### src/rtl/uart_frame_pkg.sv
// Shared types and helpers for the UART command-frame decoder.
// A frame is SOF, ADDR, DATA_LO, DATA_HI, CHK where CHK = ADDR ^ DATA_LO ^ DATA_HI.
package uart_frame_pkg;

    // Frame assembly position; one state per byte slot of the frame.
    typedef enum logic [2:0] {
        S_SOF  = 3'd0,
        S_ADDR = 3'd1,
        S_DLO  = 3'd2,
        S_DHI  = 3'd3,
        S_CHK  = 3'd4
    } frame_state_e;

    localparam int         FRAME_LEN   = 5;
    localparam logic [7:0] SOF_DEFAULT = 8'hA5;

    // Checksum byte expected at the end of a frame.
    function automatic logic [7:0] frame_chk(input logic [7:0] addr,
                                             input logic [7:0] lo,
                                             input logic [7:0] hi);
        return addr ^ lo ^ hi;
    endfunction

endpackage

### src/rtl/uart_frame_decoder.sv
// UART command-frame decoder.
// Assembles 5-byte frames from the UART receiver byte strobe, verifies the
// XOR checksum and presents {addr, data} on a one-entry valid/ready slot.
// Optional inter-byte timeout is built only when UART_FRAME_TIMEOUT_EN is
// defined; otherwise o_Err_Timeout is tied low and no counter exists.
module uart_frame_decoder
    import uart_frame_pkg::*;
#(
    parameter logic [7:0] SOF_BYTE     = SOF_DEFAULT,
    parameter int         CLKS_PER_BIT = 5208,
    parameter int         TIMEOUT_BITS = 20
) (
    input  logic        i_Clock,
    input  logic        i_Reset,
    input  logic        i_Rx_DV,
    input  logic [7:0]  i_Rx_Byte,
    output logic        o_Cmd_Valid,
    input  logic        i_Cmd_Ready,
    output logic [7:0]  o_Cmd_Addr,
    output logic [15:0] o_Cmd_Data,
    output logic        o_Err_Chk,
    output logic        o_Err_Ovf,
    output logic        o_Err_Timeout
);

    // Bit period and timeout length must both be positive to give a
    // meaningful timeout window.
    if (CLKS_PER_BIT < 1 || TIMEOUT_BITS < 1) begin : g_bad_cfg
        $error("uart_frame_decoder: CLKS_PER_BIT and TIMEOUT_BITS must be >= 1");
    end

    frame_state_e state_q, state_d;

    logic [7:0]  addr_q, addr_d;
    logic [7:0]  lo_q,   lo_d;
    logic [7:0]  hi_q,   hi_d;

    logic        cmd_valid_q, cmd_valid_d;
    logic [7:0]  cmd_addr_q,  cmd_addr_d;
    logic [15:0] cmd_data_q,  cmd_data_d;

    logic        err_chk_q, err_chk_d;
    logic        err_ovf_q, err_ovf_d;
    logic        err_to_q,  err_to_d;

    logic        frame_good;
    logic        frame_bad;
    logic        timeout_hit;
    logic        accept;

`ifdef UART_FRAME_TIMEOUT_EN
    localparam int TO_LIMIT = CLKS_PER_BIT * TIMEOUT_BITS;
    localparam int TO_W     = (TO_LIMIT > 1) ? $clog2(TO_LIMIT) : 1;
    localparam logic [TO_W-1:0] TO_TERM = TO_W'(TO_LIMIT - 1);
    localparam logic [TO_W-1:0] TO_ONE  = TO_W'(1);

    logic [TO_W-1:0] to_cnt_q, to_cnt_d;

    // Inter-byte gap counter: idle while hunting for SOF, restarted by every
    // byte; a byte arriving on the terminal count takes priority.
    always_comb begin
        to_cnt_d    = to_cnt_q + TO_ONE;
        timeout_hit = 1'b0;
        if (i_Rx_DV || state_q == S_SOF) begin
            to_cnt_d = '0;
        end else if (to_cnt_q == TO_TERM) begin
            to_cnt_d    = '0;
            timeout_hit = 1'b1;
        end
    end

    // Timeout counter register.
    always_ff @(posedge i_Clock or posedge i_Reset) begin
        if (i_Reset) begin
            to_cnt_q <= '0;
        end else begin
            to_cnt_q <= to_cnt_d;
        end
    end
`else
    assign timeout_hit = 1'b0;
`endif

    // Frame FSM next state and byte capture; SOF bytes mid-frame are data.
    always_comb begin
        state_d    = state_q;
        addr_d     = addr_q;
        lo_d       = lo_q;
        hi_d       = hi_q;
        frame_good = 1'b0;
        frame_bad  = 1'b0;
        if (timeout_hit) begin
            state_d = S_SOF;
        end else if (i_Rx_DV) begin
            case (state_q)
                S_SOF: begin
                    if (i_Rx_Byte == SOF_BYTE) begin
                        state_d = S_ADDR;
                    end
                end
                S_ADDR: begin
                    addr_d  = i_Rx_Byte;
                    state_d = S_DLO;
                end
                S_DLO: begin
                    lo_d    = i_Rx_Byte;
                    state_d = S_DHI;
                end
                S_DHI: begin
                    hi_d    = i_Rx_Byte;
                    state_d = S_CHK;
                end
                S_CHK: begin
                    if (i_Rx_Byte == frame_chk(addr_q, lo_q, hi_q)) begin
                        frame_good = 1'b1;
                    end else begin
                        frame_bad = 1'b1;
                    end
                    state_d = S_SOF;
                end
                default: begin
                    state_d = S_SOF;
                end
            endcase
        end
    end

    // Output slot: a good frame loads when the slot is free or being drained
    // this cycle, otherwise it is dropped and flagged as an overflow.
    always_comb begin
        accept      = cmd_valid_q & i_Cmd_Ready;
        cmd_valid_d = cmd_valid_q;
        cmd_addr_d  = cmd_addr_q;
        cmd_data_d  = cmd_data_q;
        err_ovf_d   = 1'b0;
        if (accept) begin
            cmd_valid_d = 1'b0;
        end
        if (frame_good) begin
            if (!cmd_valid_q || accept) begin
                cmd_valid_d = 1'b1;
                cmd_addr_d  = addr_q;
                cmd_data_d  = {hi_q, lo_q};
            end else begin
                err_ovf_d = 1'b1;
            end
        end
    end

    // Error pulses; checksum/overflow need a byte, timeout needs its absence,
    // so at most one is ever raised per cycle.
    always_comb begin
        err_chk_d = frame_bad;
        err_to_d  = timeout_hit;
    end

    // FSM state register.
    always_ff @(posedge i_Clock or posedge i_Reset) begin
        if (i_Reset) begin
            state_q <= S_SOF;
        end else begin
            state_q <= state_d;
        end
    end

    // Frame assembly, output slot and error pulse registers.
    always_ff @(posedge i_Clock or posedge i_Reset) begin
        if (i_Reset) begin
            addr_q      <= '0;
            lo_q        <= '0;
            hi_q        <= '0;
            cmd_valid_q <= 1'b0;
            cmd_addr_q  <= '0;
            cmd_data_q  <= '0;
            err_chk_q   <= 1'b0;
            err_ovf_q   <= 1'b0;
            err_to_q    <= 1'b0;
        end else begin
            addr_q      <= addr_d;
            lo_q        <= lo_d;
            hi_q        <= hi_d;
            cmd_valid_q <= cmd_valid_d;
            cmd_addr_q  <= cmd_addr_d;
            cmd_data_q  <= cmd_data_d;
            err_chk_q   <= err_chk_d;
            err_ovf_q   <= err_ovf_d;
            err_to_q    <= err_to_d;
        end
    end

    assign o_Cmd_Valid   = cmd_valid_q;
    assign o_Cmd_Addr    = cmd_addr_q;
    assign o_Cmd_Data    = cmd_data_q;
    assign o_Err_Chk     = err_chk_q;
    assign o_Err_Ovf     = err_ovf_q;
    assign o_Err_Timeout = err_to_q;

endmodule

### config.mk
export PLATFORM = sky130hd
export DESIGN_NAME = uart_frame_decoder
export DESIGN_NICKNAME = d
export VERILOG_FILES = /design/src/rtl/uart_frame_pkg.sv /design/src/rtl/uart_frame_decoder.sv
export SDC_FILE = /design/constraint.sdc
export NUM_CORES = 1
export LEC_CHECK = 0
export ABC_AREA = 1
export ABC_CLOCK_PERIOD_IN_PS = 1800
export CAP_MARGIN = 0
export CORE_ASPECT_RATIO = 1.5
export CORE_UTILIZATION = 49
export DETAILED_ROUTE_END_ITERATION = 12
export PLACE_DENSITY = 0.76
export SYNTH_ARGS = -nofsm -noshare
export SYNTH_HDL_FRONTEND = slang
export SYNTH_SLANG_ARGS = --single-unit
### constraint.sdc
create_clock -name i_Clock -period 1.8 [get_ports i_Clock]
set_clock_uncertainty 0.05 [all_clocks]
set_input_delay 0.36 -clock i_Clock [delete_from_list [all_inputs] [get_ports i_Clock]]
set_output_delay 0.36 -clock i_Clock [all_outputs]
set_load 0.005 [all_outputs]
==> results of run 1 <==
logic make-up (layout without fill, tap and decap cells):
group,Yosys count,in the layout,synth area share
compound gates,27,27,0.0507
other cells,1,1,0.00138
xor+xnor,11,11,0.0355
flops,54,54,0.497
simple gates,200,200,0.322
buf+inv,57,110,0.0930
tightest hold or removal path, delay by kind of cell:
| family | cells | cell delay, ps |
|---|---|---|
| buffers and inverters | 3 | 750 |
state kept, by name, summed over array words and instances, names as in the netlist:
name and flops:
addr_q 8, hi_q 8, lo_q 8, o_Cmd_Addr 8, o_Cmd_Data 16, o_Cmd_Valid 1
o_Err_Chk 1, o_Err_Ovf 1, state_q 3
report_power, final:
| part | switching (mW) | leakage [nW] | internal (mW) |
|---|---|---|---|
| Sequential | 0.398 | 0.719 | 1.50 |
| Combinational | 0.905 | 1.09 | 0.646 |
| Clock | 0.381 | 0.0524 | 0.417 |
routing by layer:
layer  part of all wire  routed length, um  global-route usage
met5                  0                  0                   0
met4              0.017                 98              0.0891
met3              0.025                145              0.0341
met2               0.53               3150               0.412
met1               0.43               2530               0.264
cell type report:
class	instances	area share
multi-input combinational	239	0.328
sequential	54	0.393
tap	68	0.0247
clock buffer	7	0.0222
inverter	45	0.0491
timing repair buffer	57	0.175
clock inverter	1	0.00873
through the flow:
stage	hold WS [ps]	setup slack [ps]	util	std cells
6_report	353	121	0.656	471
3_5_place_dp	418	-275	0.630	463
5_1_grt	387	-0.524	0.656	471
2_1_floorplan	406	75.4	-	350
4_1_cts	367	36.1	0.650	471
3_3_place_gp	415	-238	0.630	463
final timing paths:
kind,from,end,slack (ps),depth (start not counted)
setup / recovery,i_Rx_Byte[6],o_Cmd_Addr[7]$_DFFE_PP0P_,120,13
hold / removal,i_Reset,o_Cmd_Data[12]$_DFFE_PP0P_,350,3
setup reg to reg,lo_q[1]$_DFFE_PP0P_,o_Cmd_Addr[7]$_DFFE_PP0P_,180,9
hold reg to reg,o_Cmd_Data[9]$_DFFE_PP0P_,o_Cmd_Data[9]$_DFFE_PP0P_,430,2
max in group asynchronous,i_Reset,o_Err_Chk$_DFF_PP0_,1110,3
min in group i_Clock,i_Rx_Byte[4],hi_q[4]$_DFFE_PP0P_,410,3
cells in the final DEF, fill, tap and decap left out, drive strengths merged:
cell type        n
buf             19
bufinv           1
clkbuf           7
clkdlybuf4s50   33
clkinv           2
conb             1
dfrtp           54
dlymetal6s2s     5
inv             43
nand2          147
nand4           28
nor2            24
nor3             1
o211ai           1
o21ai           26
xnor2            7
xor2             4
timing repair:
action                                  CTS  global route
endpoints found under the setup margin    0            26
gates resized for setup                   0            10
hold buffers                              0             0
==> results.toml, run 1 <==
[outcome]
status = "finished clean"

[floorplanning]
boundaryPins = 40
fp-row-count = 32
die_height_um = 93.2
die_area_sq_mm = 0.00585
core_area_sq_mm = 0.00525
die_x_um = 62.8
start_util = 0.518

[clock_tree]
clockBufferDepth = 2
cts.htree.levels = 2
cts_buffers = 5
cts.sinks = 54
cts_setup_buffers = 0
cts_tree = "done"
clock_latency_ps = 310
clk_pin_slew_ps = 90
clockRootBuffer = "clkbuf_8"

[finish]
num-fill-cells = 469
seq_area_sq_mm = 0.00135
diodes = 0
syn_to_final_growth_pct = 26.7
drive_above_1_share = 0.107
final_cell_area_sq_mm = 0.00344
fin_nets = 414
multi_input_area_sq_mm = 0.00113

[critical_path]
critPathCaptureType = "flop"
start_kind = "input pin"
cp_common_cell = "nand2_1"
arrival_ps = 1880
cp.buffers_inverters = 4
cp.required_ps = 2000
path_cells = "clkdlybuf4s50_1, nor2_1, inv_1, nand2_1, nand2_1, nand2_1, nand2_1, inv_1, nand2_1, nor2_4, buf_12, nand4_1, nand2_1"
cp_slowest_cell = "clkdlybuf4s50_1"
path_class = "input pin to flop"
cpPeakStageDelay_ps = 440
critPathTopFamily = "simple AND/OR/NAND/NOR gates"
cp_max_fo = 17

[synthesis]
synth_seq_cells = 54
synth_edf_count = 0
synth_area_sq_mm = 0.00272
synth_top_area_frac = 0.497
synthArstFlopShare = 1.00
ys_types = 22
postSynthAreaPerCell_sq_um = 7.76
synth_top_area_cell = "dfrtp_1"
ys_seq_area_frac = 0.497
ys.flop_type = "dfrtp_1"
yosys-top-cells-area = "dfrtp_1 50%, nand2_1 20%, nand4_1 6.0%"
synth_commonest_cells = "145 x nand2_1, 54 x dfrtp_1, 39 x inv_1"
ys_warn_count = 0
syn_inst = 350
yosysMostFrequentCell = "nand2_1"
syn-num-nets = 362

[routing]
drc = 0
drt-vias-per-instance = 5.03
dr.pass1.iters = 4
num_vias = 2369
drt_iter0_drc = 109
ant_nets = 0
avgRoutedWirePerCell_um = 12.6
finalWirelength_mm = 5.92

[power_and_ir_drop]
total_power_mw = 4.25
leakage_nw = 1.86
power.density_mw_per_mm2 = 1230
ir_drop_uv = 845

[min_path]
hold_class = "input pin to asynchronous set/reset pin"

[place]
place_hpwl_mm = 4.40
dpl_cell_area_sq_mm = 0.00330
routabilityCongestion = 0.799
portBuffers = 38

[timing]
setup_viol = 0
drv_slew = 0
fin_crit_sh = 0.933
hold_violations = 0
tns_ps = 0
layout_min_cycle_time_ps = 1680
clock.fmax_mhz = 595

[global_route]
grt_pass1_vias = 2302
grt_max_degree = 55
grt_pass1_wl_mm = 10.2
antenna_found_initial = 0
overflow = 0
grt_usage = 0.226

[flow_run]
maxCapViolCount = 0
(Power assumes the default switching activity.)
==> run 2: changes to the inputs <==
--- a/config.mk
+++ b/config.mk
@@ -12,6 +12,7 @@
 export CORE_UTILIZATION = 49
 export DETAILED_ROUTE_END_ITERATION = 12
 export PLACE_DENSITY = 0.76
+export RECOVER_POWER = 50
 export SYNTH_ARGS = -nofsm -noshare
 export SYNTH_HDL_FRONTEND = slang
 export SYNTH_SLANG_ARGS = --single-unit
==> results.toml, run 2 (synthesized netlist as in run 1, its figures left out) <==
[outcome]
status = "finished clean"

[global_route]
grt_max_degree = 55
antenna_found_initial = 0
grt_pass1_wl_mm = 10.2
overflow = 0
grt_usage = 0.226
grt_pass1_vias = 2302

[timing]
tightestPinTransition_ps = 721
tns_ps = 0
layout_min_cycle_time_ps = 1680
slew_headroom = 0.519
setup_slack_ps = 121
fin_crit_sh = 0.933
setup_viol = 0
hold-worst-slack_ps = 418
hold_violations = 0
clock.fmax_mhz = 595
drv_slew = 0

[finish]
final_cell_area_sq_mm = 0.00341
multi_input_area_sq_mm = 0.00113
seq_area_sq_mm = 0.00135
drive_above_1_share = 0.0993
layout_commonest_cell = "nand2_1"
diodes = 0
fin_nets = 414
layout_common_cells = "144 x nand2_1, 54 x dfrtp_1, 38 x inv_1, 31 x clkdlybuf4s50_1"
largest_reg_flops = 16
num-fill-cells = 472
syn_to_final_growth_pct = 25.4

[flow_run]
maxCapViolCount = 0

[clock_tree]
cts_resized = 0
cts_tree = "done"
cts_buffers = 5
clockBufferDepth = 2
cts.htree.levels = 2
clockRootBuffer = "clkbuf_8"
cts_setup_buffers = 0
clock_latency_ps = 310
cts.sinks = 54
clk_pin_slew_ps = 90
cts_hold_buf = 0

[floorplanning]
core_area_sq_mm = 0.00525
die_height_um = 93.2
die_x_um = 62.8
boundaryPins = 40
die_area_sq_mm = 0.00585
fp-row-count = 32
start_util = 0.518

[critical_path]
cpPeakStageDelay_ps = 440
rrSetupSlack_ps = 190
cp_max_fo = 17
critPathCaptureType = "flop"
cp.required_ps = 2000
timing.rr.end = "o_Cmd_Addr[7]$_DFFE_PP0P_"
path_class = "input pin to flop"
arrival_ps = 1880
cp_common_cell = "nand2_1"
r2r_start = "addr_q[6]$_DFFE_PP0P_"
cp_slowest_cell = "clkdlybuf4s50_1"
path_cells = "clkdlybuf4s50_1, nor2_1, inv_1, nand2_1, nand2_1, nand2_1, nand2_1, inv_1, nand2_1, nor2_4, buf_12, nand4_1, nand2_1"
rr_worst_depth = 12
start_kind = "input pin"

[routing]
drc = 0
drt_iter0_drc = 109
finalWirelength_mm = 5.91
drt-vias-per-instance = 5.02
dr.pass1.iters = 5
ant_nets = 0
num_vias = 2365
avgRoutedWirePerCell_um = 12.5

[place]
place_ws_ps = -275
routabilityCongestion = 0.799
dpl_cell_area_sq_mm = 0.00330
place_hpwl_mm = 4.40
portBuffers = 38

[min_path]
min_to = "hi_q[4]$_DFFE_PP0P_"
hold_depth = 3
worstHoldStart = "i_Rx_Byte[4]"
hold_class = "input pin to flop"

[power_and_ir_drop]
power.density_mw_per_mm2 = 1240
ir_drop_uv = 845
leakage_nw = 1.84
## run 2: cell count changes in the layout (fill, tap and decap cells not counted), moves of 2 or more
| cell | change |
|---|---|
| clkdlybuf4s50_1 | -2 |
| buf_4 | -2 |
| clkbuf_1 | +2 |
| buf_12 | -2 |
| dlygate4sd3_1 | +2 |
## run 2: area by class of cell
class | instances | area share
clock buffers | 7 | 0.0224
clock inverters | 1 | 0.00882
inverters | 45 | 0.0496
multi-input cells | 239 | 0.331
flip-flops and latches | 54 | 0.397
well taps | 68 | 0.0250
repair buffers | 57 | 0.166
## run 2: worst max-delay path: cells and delay by family
kind	cells	cell delay (ps)
simple gates	9	780
buf+inv	4	710
## run 2: how the worst max path moves through the flow
stage / depth (start not counted) / end / start
3_5_place_dp: 13 / o_Cmd_Data[13]$_DFFE_PP0P_ / i_Rx_Byte[2]
5_1_grt: 13 / o_Cmd_Addr[7]$_DFFE_PP0P_ / i_Rx_Byte[6]
2_1_floorplan: 1 / addr_q[0]$_DFFE_PP0P_ / i_Reset
6_report: 13 / o_Cmd_Addr[7]$_DFFE_PP0P_ / i_Rx_Byte[6]
3_3_place_gp: 13 / o_Cmd_Addr[7]$_DFFE_PP0P_ / i_Rx_Byte[0]
4_1_cts: 13 / o_Cmd_Data[13]$_DFFE_PP0P_ / i_Rx_Byte[2]
## run 2: metrics by stage
step	std cells	util	total power, mW
CTS	471	0.650	4.25
global placement	463	0.630	3.33
finish	471	0.649	4.22
global route	471	0.649	4.57
floorplan	350	-	2.97
detailed placement	463	0.630	3.44
## run 2: power breakdown
part	total [mW]	switching [mW]	internal (mW)
combinational	1.52	0.900	0.620
sequential	1.90	0.398	1.50
clock	0.798	0.381	0.417
## run 2: routing by layer
metal / track usage / routed length (um) / vias to the layer above
li1: - / - / 1191
met1: 0.264 / 2550 / 1121
met2: 0.412 / 3090 / 45
met3: 0.0341 / 165 / 8
met4: 0.0891 / 102 / 0
met5: 0 / 0 / -
==> run 3: changes to the inputs <==
--- a/config.mk
+++ b/config.mk
@@ -6,12 +6,12 @@
 export NUM_CORES = 1
 export LEC_CHECK = 0
 export ABC_AREA = 1
-export ABC_CLOCK_PERIOD_IN_PS = 1800
+export ABC_CLOCK_PERIOD_IN_PS = 1600
 export CAP_MARGIN = 0
 export CORE_ASPECT_RATIO = 1.5
-export CORE_UTILIZATION = 49
+export CORE_UTILIZATION = 54
 export DETAILED_ROUTE_END_ITERATION = 12
-export PLACE_DENSITY = 0.76
+export PLACE_DENSITY = 0.77
 export RECOVER_POWER = 50
 export SYNTH_ARGS = -nofsm -noshare
 export SYNTH_HDL_FRONTEND = slang
==> constraint.sdc (replaced) <==
create_clock -name i_Clock -period 1.6 [get_ports i_Clock]
set_clock_uncertainty 0.05 [all_clocks]
set_input_delay 0.32 -clock i_Clock [delete_from_list [all_inputs] [get_ports i_Clock]]
set_output_delay 0.32 -clock i_Clock [all_outputs]
set_load 0.005 [all_outputs]
==> results.toml, run 3 (synthesized netlist as in run 1, its figures left out) <==
[outcome]
status = "finished with violations"
violations = "negative setup slack"

[place]
place_hpwl_mm = 4.35
routabilityCongestion = 0.828
portBuffers = 38
placed_cells = 471

[clock_tree]
cts_hold_buf = 0
cts_tree = "done"
clockRootBuffer = "clkbuf_8"
cts.sinks = 54
cts_buffers = 5
clockBufferDepth = 2
clk_pin_slew_ps = 90
cts.htree.levels = 2
clock_latency_ps = 310

[routing]
finalWirelength_mm = 6.14
ant_nets = 0
dr.pass1.iters = 4
drt-vias-per-instance = 5.04
drt_iter0_drc = 120
avgRoutedWirePerCell_um = 12.6
drc = 0
num_vias = 2451

[power_and_ir_drop]
ir_drop_uv = 918
power.density_mw_per_mm2 = 1370
leakage_nw = 2.02

[finish]
layout_common_cells = "136 x nand2_1, 50 x dfrtp_1, 37 x inv_1, 31 x buf_4"
syn_to_final_growth_pct = 32.0
drive_above_1_share = 0.188
num-fill-cells = 359
diodes = 0
layout_commonest_cell = "nand2_1"
fin_nets = 432
largest_reg_flops = 16
finalNonFillerCells = 486

[critical_path]
cp_common_cell = "nand2_1"
cp.required_ps = 1760
arrival_ps = 1810
start_kind = "flop"
cp_slowest_cell = "dfrtp_1"
cp_max_fo = 24
path_cells = "inv_1, nand2_1, nand2_2, nand2_1, inv_1, nor2_1, nand2_1, nor2_4, nand4_4, buf_12, nand2_1, nand2_1"
critPathTopFamily = "simple AND/OR/NAND/NOR gates"
cpPeakStageDelay_ps = 410
cp.buffers_inverters = 3
critPathCaptureType = "flop"
path_class = "flop to flop"

[timing]
tns_ps = -394
fin_crit_sh = 1.03
hold-worst-slack_ps = 411
slew_headroom = 0.512
clock.fmax_mhz = 605
layout_min_cycle_time_ps = 1650
rsz0062_at_grt = "yes"
drv_slew = 0
setup_viol = 24
hold_violations = 0
tightestPinTransition_ps = 732
setup_slack_ps = -52.6

[flow_run]
maxCapViolCount = 0

[floorplanning]
die_x_um = 59.9
core_area_sq_mm = 0.00485
die_area_sq_mm = 0.00532
boundaryPins = 40
start_util = 0.560
fp-row-count = 31
die_height_um = 88.9

[global_route]
gr-max-usage-layer = "met2"
grt_pass1_vias = 2113
grt_max_degree = 55
global_route.usage.met2 = 0.415
grtUsageMet3 = 0.0351
grtUsageMet1 = 0.303
overflow = 0
grt_pass1_wl_mm = 9.49
antenna_found_initial = 0
grt_usage = 0.242

[min_path]
hold_class = "input pin to flop"
-- run 3: tightest hold or removal path: stages --
cell,delay [ps]
dlygate4sd2_1,260
inv_2,70
o21ai_0,80
-- run 3: worst paths after layout --
kind                            slack, ps                      start                         end  cells past startpoint
worst min register to register        440  o_Cmd_Addr[6]$_DFFE_PP0P_   o_Cmd_Addr[6]$_DFFE_PP0P_                      2
worst min-delay path                  410               i_Rx_Byte[0]         lo_q[0]$_DFFE_PP0P_                      3
min in group asynchronous             710                    i_Reset   o_Cmd_Addr[3]$_DFFE_PP0P_                      3
max in group asynchronous             250                    i_Reset       addr_q[7]$_DFFE_PP0P_                      3
worst max-delay path                  -50        hi_q[0]$_DFFE_PP0P_  o_Cmd_Data[11]$_DFFE_PP0P_                     12
worst max register to register        -50        hi_q[0]$_DFFE_PP0P_  o_Cmd_Data[11]$_DFFE_PP0P_                     12
-- run 3: cell type report --
class                   instances  area, sq um  share of cell area
inverters                      45          173              0.0482
clock buffers                   5         68.8              0.0192
well taps                      66         82.6              0.0230
repair buffers                 75          718               0.200
clock inverters                 2         15.0             0.00419
multi-input cells             239         1170               0.327
flip-flops and latches         54         1360               0.378
-- run 3: repair_timing --
| item | CTS | global route |
|---|---|---|
| endpoints found under the setup margin | 25 | 35 |
| cloned | 0 | 0 |
| endpoints found under the hold margin | 0 | 0 |
| setup buffers | 0 | 8 |
| pin swaps | 2 | 1 |
| gates resized for setup | 9 | 28 |
-- run 3: metal layers --
layer | vias up | share of wire
li1 | 1223 | -
met3 | 7 | 0.034
met4 | 0 | 0.015
met1 | 1167 | 0.43
met5 | - | 0
met2 | 54 | 0.52
-- run 3: report_power, final --
part           internal (mW)  switching (mW)  leakage (nW)
combinational          0.907            1.13          1.27
sequential              1.70           0.411         0.714
clock                  0.300           0.449        0.0362
total                   2.91            1.99          2.02
-- run 3: through the flow --
| step | util | power, mW | area (sq um) | setup slack [ps] |
|---|---|---|---|---|
| 2_1_floorplan | - | 3.34 | 2720 | 112 |
| 3_3_place_gp | 0.697 | 3.87 | 3380 | -445 |
| 3_5_place_dp | 0.697 | 3.95 | 3380 | -480 |
| 4_1_cts | 0.714 | 4.72 | 3460 | -3.08 |
| 5_1_grt | 0.740 | 5.30 | 3590 | -219 |
| 6_report | 0.740 | 4.90 | 3590 | -52.6 |
